[src/rtl/acc_wb.sv]
// Convolution accumulator write-back: buffers finished sums in a FIFO and writes them
// to the output feature-map memory at linear addresses. Define ACC_WB_RELU_EN for ReLU at push.
module acc_wb #(
  parameter int PLANE_PIX  = 24,
  parameter int NUM_PLANES = 6,
  parameter int ADDR_W     = 8,
  parameter int FIFO_DEPTH = 4
) (
  input  logic              clk,
  input  logic              rst,
  input  logic              start,
  input  logic [15:0]       sum,
  input  logic              sum_valid,
  output logic              wr_en,
  output logic [ADDR_W-1:0] wr_addr,
  output logic [15:0]       wr_data,
  input  logic              wr_ready,
  output logic              plane_rdy,
  output logic              done,
  output logic              busy,
  output logic              overflow
);

  localparam int PIX_W = (PLANE_PIX > 1) ? $clog2(PLANE_PIX) : 1;
  localparam int PL_W  = (NUM_PLANES > 1) ? $clog2(NUM_PLANES) : 1;
  localparam int PTR_W = $clog2(FIFO_DEPTH);
  localparam int CNT_W = PTR_W + 1;

  typedef enum logic [1:0] {S_IDLE, S_RUN, S_DONE} state_t;

  state_t             r_state, w_state_nxt;
  logic [15:0]        r_mem [FIFO_DEPTH];
  logic [PTR_W-1:0]   r_wr_ptr, r_rd_ptr;
  logic [CNT_W-1:0]   r_count, w_count_nxt;
  logic [PIX_W-1:0]   r_pix;
  logic [PL_W-1:0]    r_plane;
  logic [ADDR_W-1:0]  r_base;
  logic               r_wr_en, r_plane_rdy, r_overflow;
  logic               w_pop, w_push, w_drop, w_pix_last, w_plane_last, w_last, w_wr_en_nxt;
  logic [15:0]        w_push_data;

`ifdef ACC_WB_RELU_EN
  assign w_push_data = sum[15] ? '0 : sum;
`else
  assign w_push_data = sum;
`endif

  always_comb begin
    w_pop        = r_wr_en && wr_ready && !start;
    w_pix_last   = (r_pix == PIX_W'(PLANE_PIX - 1));
    w_plane_last = (r_plane == PL_W'(NUM_PLANES - 1));
    w_last       = w_pop && w_pix_last && w_plane_last;
    // A pop in the same cycle frees a slot, so a full FIFO can still accept.
    w_push       = (r_state == S_RUN) && !start && sum_valid &&
                   ((r_count < CNT_W'(FIFO_DEPTH)) || w_pop);
    w_drop       = (r_state == S_RUN) && !start && sum_valid && !w_push;
    w_count_nxt  = r_count;
    if (start) begin
      w_count_nxt = '0;
    end else if (w_push && !w_pop) begin
      w_count_nxt = r_count + CNT_W'(1);
    end else if (w_pop && !w_push) begin
      w_count_nxt = r_count - CNT_W'(1);
    end
  end

  always_comb begin
    w_state_nxt = r_state;
    if (start) begin
      w_state_nxt = S_RUN;
    end else if (r_state == S_RUN && w_last) begin
      w_state_nxt = S_DONE;
    end
    w_wr_en_nxt = (w_state_nxt == S_RUN) && (w_count_nxt != '0);
  end

  always_ff @(posedge clk or posedge rst) begin
    if (rst) begin
      r_state <= S_IDLE;
    end else begin
      r_state <= w_state_nxt;
    end
  end

  always_ff @(posedge clk or posedge rst) begin
    if (rst) begin
      for (int unsigned i = 0; i < FIFO_DEPTH; i++) begin
        r_mem[i] <= '0;
      end
      r_wr_ptr    <= '0;
      r_rd_ptr    <= '0;
      r_count     <= '0;
      r_wr_en     <= 1'b0;
      r_plane_rdy <= 1'b0;
      r_overflow  <= 1'b0;
    end else begin
      r_count     <= w_count_nxt;
      r_wr_en     <= w_wr_en_nxt;
      r_plane_rdy <= w_pop && w_pix_last;
      if (start) begin
        r_wr_ptr   <= '0;
        r_rd_ptr   <= '0;
        r_overflow <= 1'b0;
      end else begin
        if (w_push) begin
          r_mem[r_wr_ptr] <= w_push_data;
          r_wr_ptr        <= r_wr_ptr + PTR_W'(1);
        end
        if (w_pop) begin
          r_rd_ptr <= r_rd_ptr + PTR_W'(1);
        end
        if (w_drop) begin
          r_overflow <= 1'b1;
        end
      end
    end
  end

  // Address is base + pix; the base advances by PLANE_PIX per plane instead of multiplying.
  always_ff @(posedge clk or posedge rst) begin
    if (rst) begin
      r_pix   <= '0;
      r_plane <= '0;
      r_base  <= '0;
    end else if (start) begin
      r_pix   <= '0;
      r_plane <= '0;
      r_base  <= '0;
    end else if (w_pop) begin
      if (w_pix_last) begin
        r_pix <= '0;
        if (w_plane_last) begin
          r_plane <= '0;
          r_base  <= '0;
        end else begin
          r_plane <= r_plane + PL_W'(1);
          r_base  <= r_base + ADDR_W'(PLANE_PIX);
        end
      end else begin
        r_pix <= r_pix + PIX_W'(1);
      end
    end
  end

  assign wr_en     = r_wr_en;
  assign wr_addr   = r_base + ADDR_W'(r_pix);
  assign wr_data   = r_mem[r_rd_ptr];
  assign plane_rdy = r_plane_rdy;
  assign overflow  = r_overflow;
  assign done      = (r_state == S_DONE);
  assign busy      = (r_state == S_RUN);

endmodule

[config.mk]
export PLATFORM = sky130hd
export DESIGN_NAME = acc_wb
export DESIGN_NICKNAME = d
export VERILOG_FILES = /design/src/rtl/acc_wb.sv
export SDC_FILE = /design/constraint.sdc
export NUM_CORES = 1
export LEC_CHECK = 0
export BUFFER_PORTS_ARGS = -buffer_cell sky130_fd_sc_hd__buf_2
export CAP_MARGIN = 20
export CORE_MARGIN = 2
export CORE_UTILIZATION = 45
export DETAILED_ROUTE_END_ITERATION = 10
export GPL_ROUTABILITY_DRIVEN = 0
export HOLD_SLACK_MARGIN = 0.15
export SLEW_MARGIN = 20
export SYNTH_ARGS = -nofsm -noshare
export SYNTH_HDL_FRONTEND = slang
export SYNTH_SLANG_ARGS = --single-unit
[constraint.sdc]
create_clock -name clk -period 7.75 [get_ports clk]
set_input_delay 0.3875 -clock clk [delete_from_list [all_inputs] [get_ports clk]]
set_output_delay 0.3875 -clock clk [all_outputs]
set_load 0.1 [all_outputs]
After elaboration in Yosys (flattened, before gate mapping):

Cells that the tools add are included.

* add/sub/neg operators: 8
* magnitude comparators: 4
* eq/ne operators: 5
* muxes and demuxes: 28
* bitwise operators: 3
* reductions and logical operators: 24

Operators with widths (count)
* $bwmux W64: 1
* $mux W16: 3
* $bmux W16 S2: 1
* $demux W16 S2: 1
* $mux W8: 4
* $mux W3: 7
* $mux W5: 3
* $logic_and A1 B1 Y1: 13
* $mux W2: 6
* $add A8 B5 Y8: 1
* $add A8 B5 Y8 const B: 1
* $reduce_bool A2 Y1: 4
* $add A3 B1 Y3 const B: 2
* $ge A3 B3 Y1 const B: 2
* $not A2 Y3: 2
* $add A5 B1 Y5 const B: 1
* $eq A5 B5 Y1 const B: 1
* $add A2 B1 Y2 const B: 2
* $eq A2 B1 Y1 const B: 2
* $reduce_and A2 Y1: 2
* $eq A3 B3 Y1 const B: 1
* $logic_not A1 Y1: 3
* $lt A3 B1 Y1 const B: 1
* $lt A3 B3 Y1 const B: 1
* 6 further kinds: 7

* bits in registers: 92
* output and inout bits: 29

Depth between registers and ports, before layout:

* depth in word-level cells: 11
* mapped depth: 6
* mapped depth without buffers: 6

Least setup slack after synthesis:

OpenSTA, ideal clock, no wires.

* path kind: register -> output
* from: register r_pix[4]
* to: output wr_addr[6]
* data arrival time: 2.517 ns
* required time: 7.363 ns
* slack: 4.845 ns
* cell stages (with the launch flop): 5
* path buffers: 0
* path through: dfrtp_1 ha_1 a21oi_1 nand2b_1 xnor2_1

* longest elaborated chain between the ends: 1

RTL lines
* start, declared: RTL line 35 `logic [PIX_W-1:0] r_pix;`
* start signal, assigned: RTL line 140 `r_pix <= r_pix + PIX_W'(1);`
* $add A8 B5 Y8: RTL line 146 `assign wr_addr = r_base + ADDR_W'(r_pix);`
* end, declared: RTL line 15 `output logic [ADDR_W-1:0] wr_addr,`

No other way between the ends.

Final worst setup path:

* from: register r_rd_ptr[0]
* to: output wr_data[9]

* longest elaborated chain between the ends: 4

RTL lines
* start, declared: RTL line 33 `logic [PTR_W-1:0] r_wr_ptr, r_rd_ptr;`
* start signal, assigned: RTL line 110 `r_rd_ptr <= r_rd_ptr + PTR_W'(1);`
* $not A2 Y3 (implied by the code): RTL line 147 `assign wr_data = r_mem[r_rd_ptr];`
* $bmux W16 S2: RTL line 147
* $mux W16 (implied by the code) (2 in series): RTL line 147
* end, declared: RTL line 16 `output logic [15:0] wr_data,`

No other way between the ends. The select of a mux whose other input is x is not followed.

==> flow_summary.json <==
{
  "status": "finished, final reports clean",
  "final_cell_area_um2": 4950,
  "fp-row-count": 36,
  "htree_levels": 3,
  "num_antenna_cells": 0,
  "max-vdd-ir-drop_v": 0.000307,
  "ios": 50,
  "arrival_ns": 2.14,
  "cts_sinks": 89,
  "met1_length_mm": 3.99,
  "layout_commonest_cell": "dfrtp_1",
  "die_h_um": 103,
  "dieArea_um2": 10700,
  "fin_crit_ns": 2.53,
  "switching_share_pct": 44.9,
  "setup_viol": 0,
  "finalPower_mw": 2.02,
  "regToRegEndpoint": "r_mem[45]$_DFFE_PP0P_",
  "mostFrequentLayoutCells": "dfrtp_1, buf_2, mux2_4",
  "final_util_pct": 51.1,
  "drt_iter0_markers": 78,
  "clkTransAtPathRegs_ns": 0.09,
  "netlist_area_um2": 4450,
  "core_um2": 9680,
  "dr.pass1.iters": 4,
  "synth_simple_gate_area_share_pct": 6.69,
  "nets": 384,
  "fin_skew_ns": 0.0119,
  "yosysWarnings": 0,
  "io_buffers": 49,
  "whs_endpoint": "r_mem[63]$_DFFE_PP0P_",
  "synth.yosys.seq_area_share_pct": 50.0,
  "drive_gt1_share_pct": 44.1,
  "fin_crit_sh_pct": 32.6,
  "grt_overflow": 0,
  "placed_area_um2": 4690,
  "slew_viol_final": 0,
  "tightestPinTransition_ns": 1.03,
  "hold_depth": 2,
  "ys_types": 44,
  "insertion_delay_ns": 0.36,
  "die_x_um": 103,
  "p_seq_share_pct": 35.9,
  "pwr-share-comb_pct": 47.7,
  "start_util_pct": 46.0,
  "critical_path_peak_fanout": 13,
  "synth_fa_ha_area_share_pct": 2.81,
  "grt_setup_unrepaired": "false",
  "grtUsageTotal_pct": 16.4,
  "tns_ns": 0,
  "antenna_found_initial": 0,
  "cts_tree": "done",
  "synth_edf_count": 0,
  "hp-start": "sum[15]",
  "hold_viol": 0,
  "synth_ff_type": "dfrtp_1",
  "area_delta_synth_final_pct": 11.2,
  "reg2reg_slack_ns": 5.36,
  "synth_top_family_by_area": "multiplexers",
  "p_int_mw": 1.11,
  "route.vias.total": 2548,
  "timing.setup.critical_path_class": "reg2out",
  "dp_hpwl_mm": 5.20,
  "post_drt_via_cell_ratio": 5.19,
  "synth_compound_area_share_pct": 4.08,
  "hold_path_class": "in2reg",
  "required_ns": 7.36,
  "ys_async_sr_fraction_pct": 100,
  "clk_path_buf_depth": 2,
  "synthCells": 308,
  "slew_headroom_pct": 31.5,
  "r2r_start": "r_state[1]$_DFF_PP0_",
  "p_leak_nw": 2.27,
  "start_kind": "flip-flop",
  "ant_nets": 0,
  "met3_length_um": 377,
  "drc": 0,
  "reg2regPathDepth": 4,
  "end_kind": "output pin",
  "cts_made_buffers": 9,
  "clock-root-buffer": "clkbuf_8",
  "max_cap_violations": 0,
  "post-cts-setup-buffers": 0,
  "grt_start_max_net_pins": 69,
  "syn-num-nets": 339,
  "ys_seq_elements": 89,
  "grt_pass1_wl_mm": 13.1,
  "routed_wl_mm": 8.11,
  "power.density_nw_per_um2": 409,
  "avgSynthCellArea_um2": 14.4,
  "met2_length_mm": 3.68,
  "power.clock.fraction_pct": 16.3,
  "grt_pass1_vias": 2476,
  "top_layer": "met4",
  "muxShareOfSynthArea_pct": 29.4,
  "clock.fmax_mhz": 395,
  "synth-xor-area-share_pct": 1.97,
  "wl_per_cell_um": 16.5,
  "p_switching_mw": 0.907
}
[cell type report]
class                      instances  area [um^2]
fill                             845         4740
multi-input combinational        188         2000
sequential                        89         2230
clock inverter                     5         63.8
tap                              133          166
inverter                          10         38.8
clock buffer                      11          141
timing repair buffer              55          312
[flip-flops by register name, summed over array words and instances, names as in the netlist]
register	cells
r_rd_ptr	2
overflow	1
plane_rdy	1
r_count	3
r_base	5
r_plane	3
r_wr_ptr	2
r_state	2
r_mem	64
wr_en	1
r_pix	5
[routing by layer]
metal / GRT usage [%] / vias to the layer above
met3: 4.70 / 6
met4: 6.17 / 0
met2: 22.7 / 57
li1: - / 1184
met1: 24.5 / 1301
met5: 0 / -
[cell usage after synthesis, types with 6 or more instances]
master   instances  area, um^2
a21oi_1         10        50.1
and2_1           6        37.5
dfrtp_1         89        2230
ha_1            10         125
inv_1           10        37.5
mux2_2          24         270
mux2_4          41         616
mux2i_1          6        60.1
mux4_2          16         360
nand2_1          8        30.0
nor2_1          18        67.6
o21ai_0          7        35.0
xnor2_1          6        52.6
[critical path, cell delays in order, from the launching register on]
cell and delay, ns:
dfrtp_1 0.54, buf_4 0.36, mux4_2 0.57, buf_2 0.31
[repair_timing]
item,CTS,global route
gates resized for setup,0,0
endpoints found under the hold margin,21,0
hold buffers,1,0
[through the flow]
step	instances	setup slack, ns	hold WS, ns
final	491	5.22	0.297
after global routing	491	5.08	0.273
after CTS	488	5.17	0.278
after detailed placement	471	5.28	0.393
after global placement	471	5.33	0.395
after floorplan	308	4.85	0.475
[logic make-up (layout without fill, tap and decap cells)]
| family | after synthesis | after routing |
|---|---|---|
| compound gates | 28 | 28 |
| flops | 89 | 89 |
| simple gates | 53 | 53 |
| buf+inv | 31 | 81 |
| xor+xnor | 10 | 10 |
| fa+ha+maj | 10 | 10 |
| mux | 87 | 87 |
[power by group through the flow]
stage	clock (mW)	combinational [mW]	sequential [mW]
2_1_floorplan	0	0.858	0.717
3_3_place_gp	0	0.959	0.728
3_5_place_dp	0	0.968	0.732
4_1_cts	0.341	0.969	0.725
5_1_grt	0.362	1.01	0.748
6_report	0.330	0.965	0.726
[worst max-delay path by stage]
stage	startpoint	end	slack, ns	cells after the start
after global routing	r_rd_ptr[0]$_DFFE_PP0P_	wr_data[1]	5.08	3
final	r_rd_ptr[0]$_DFFE_PP0P_	wr_data[9]	5.22	3
after floorplan	r_pix[4]$_DFFE_PP0P_	wr_addr[6]	4.85	4
after detailed placement	wr_ready	r_mem[31]$_DFFE_PP0P_	5.28	5
after CTS	r_rd_ptr[0]$_DFFE_PP0P_	wr_data[9]	5.17	3
after global placement	wr_ready	r_mem[13]$_DFFE_PP0P_	5.33	5
Power figures use the tool's default switching activity.
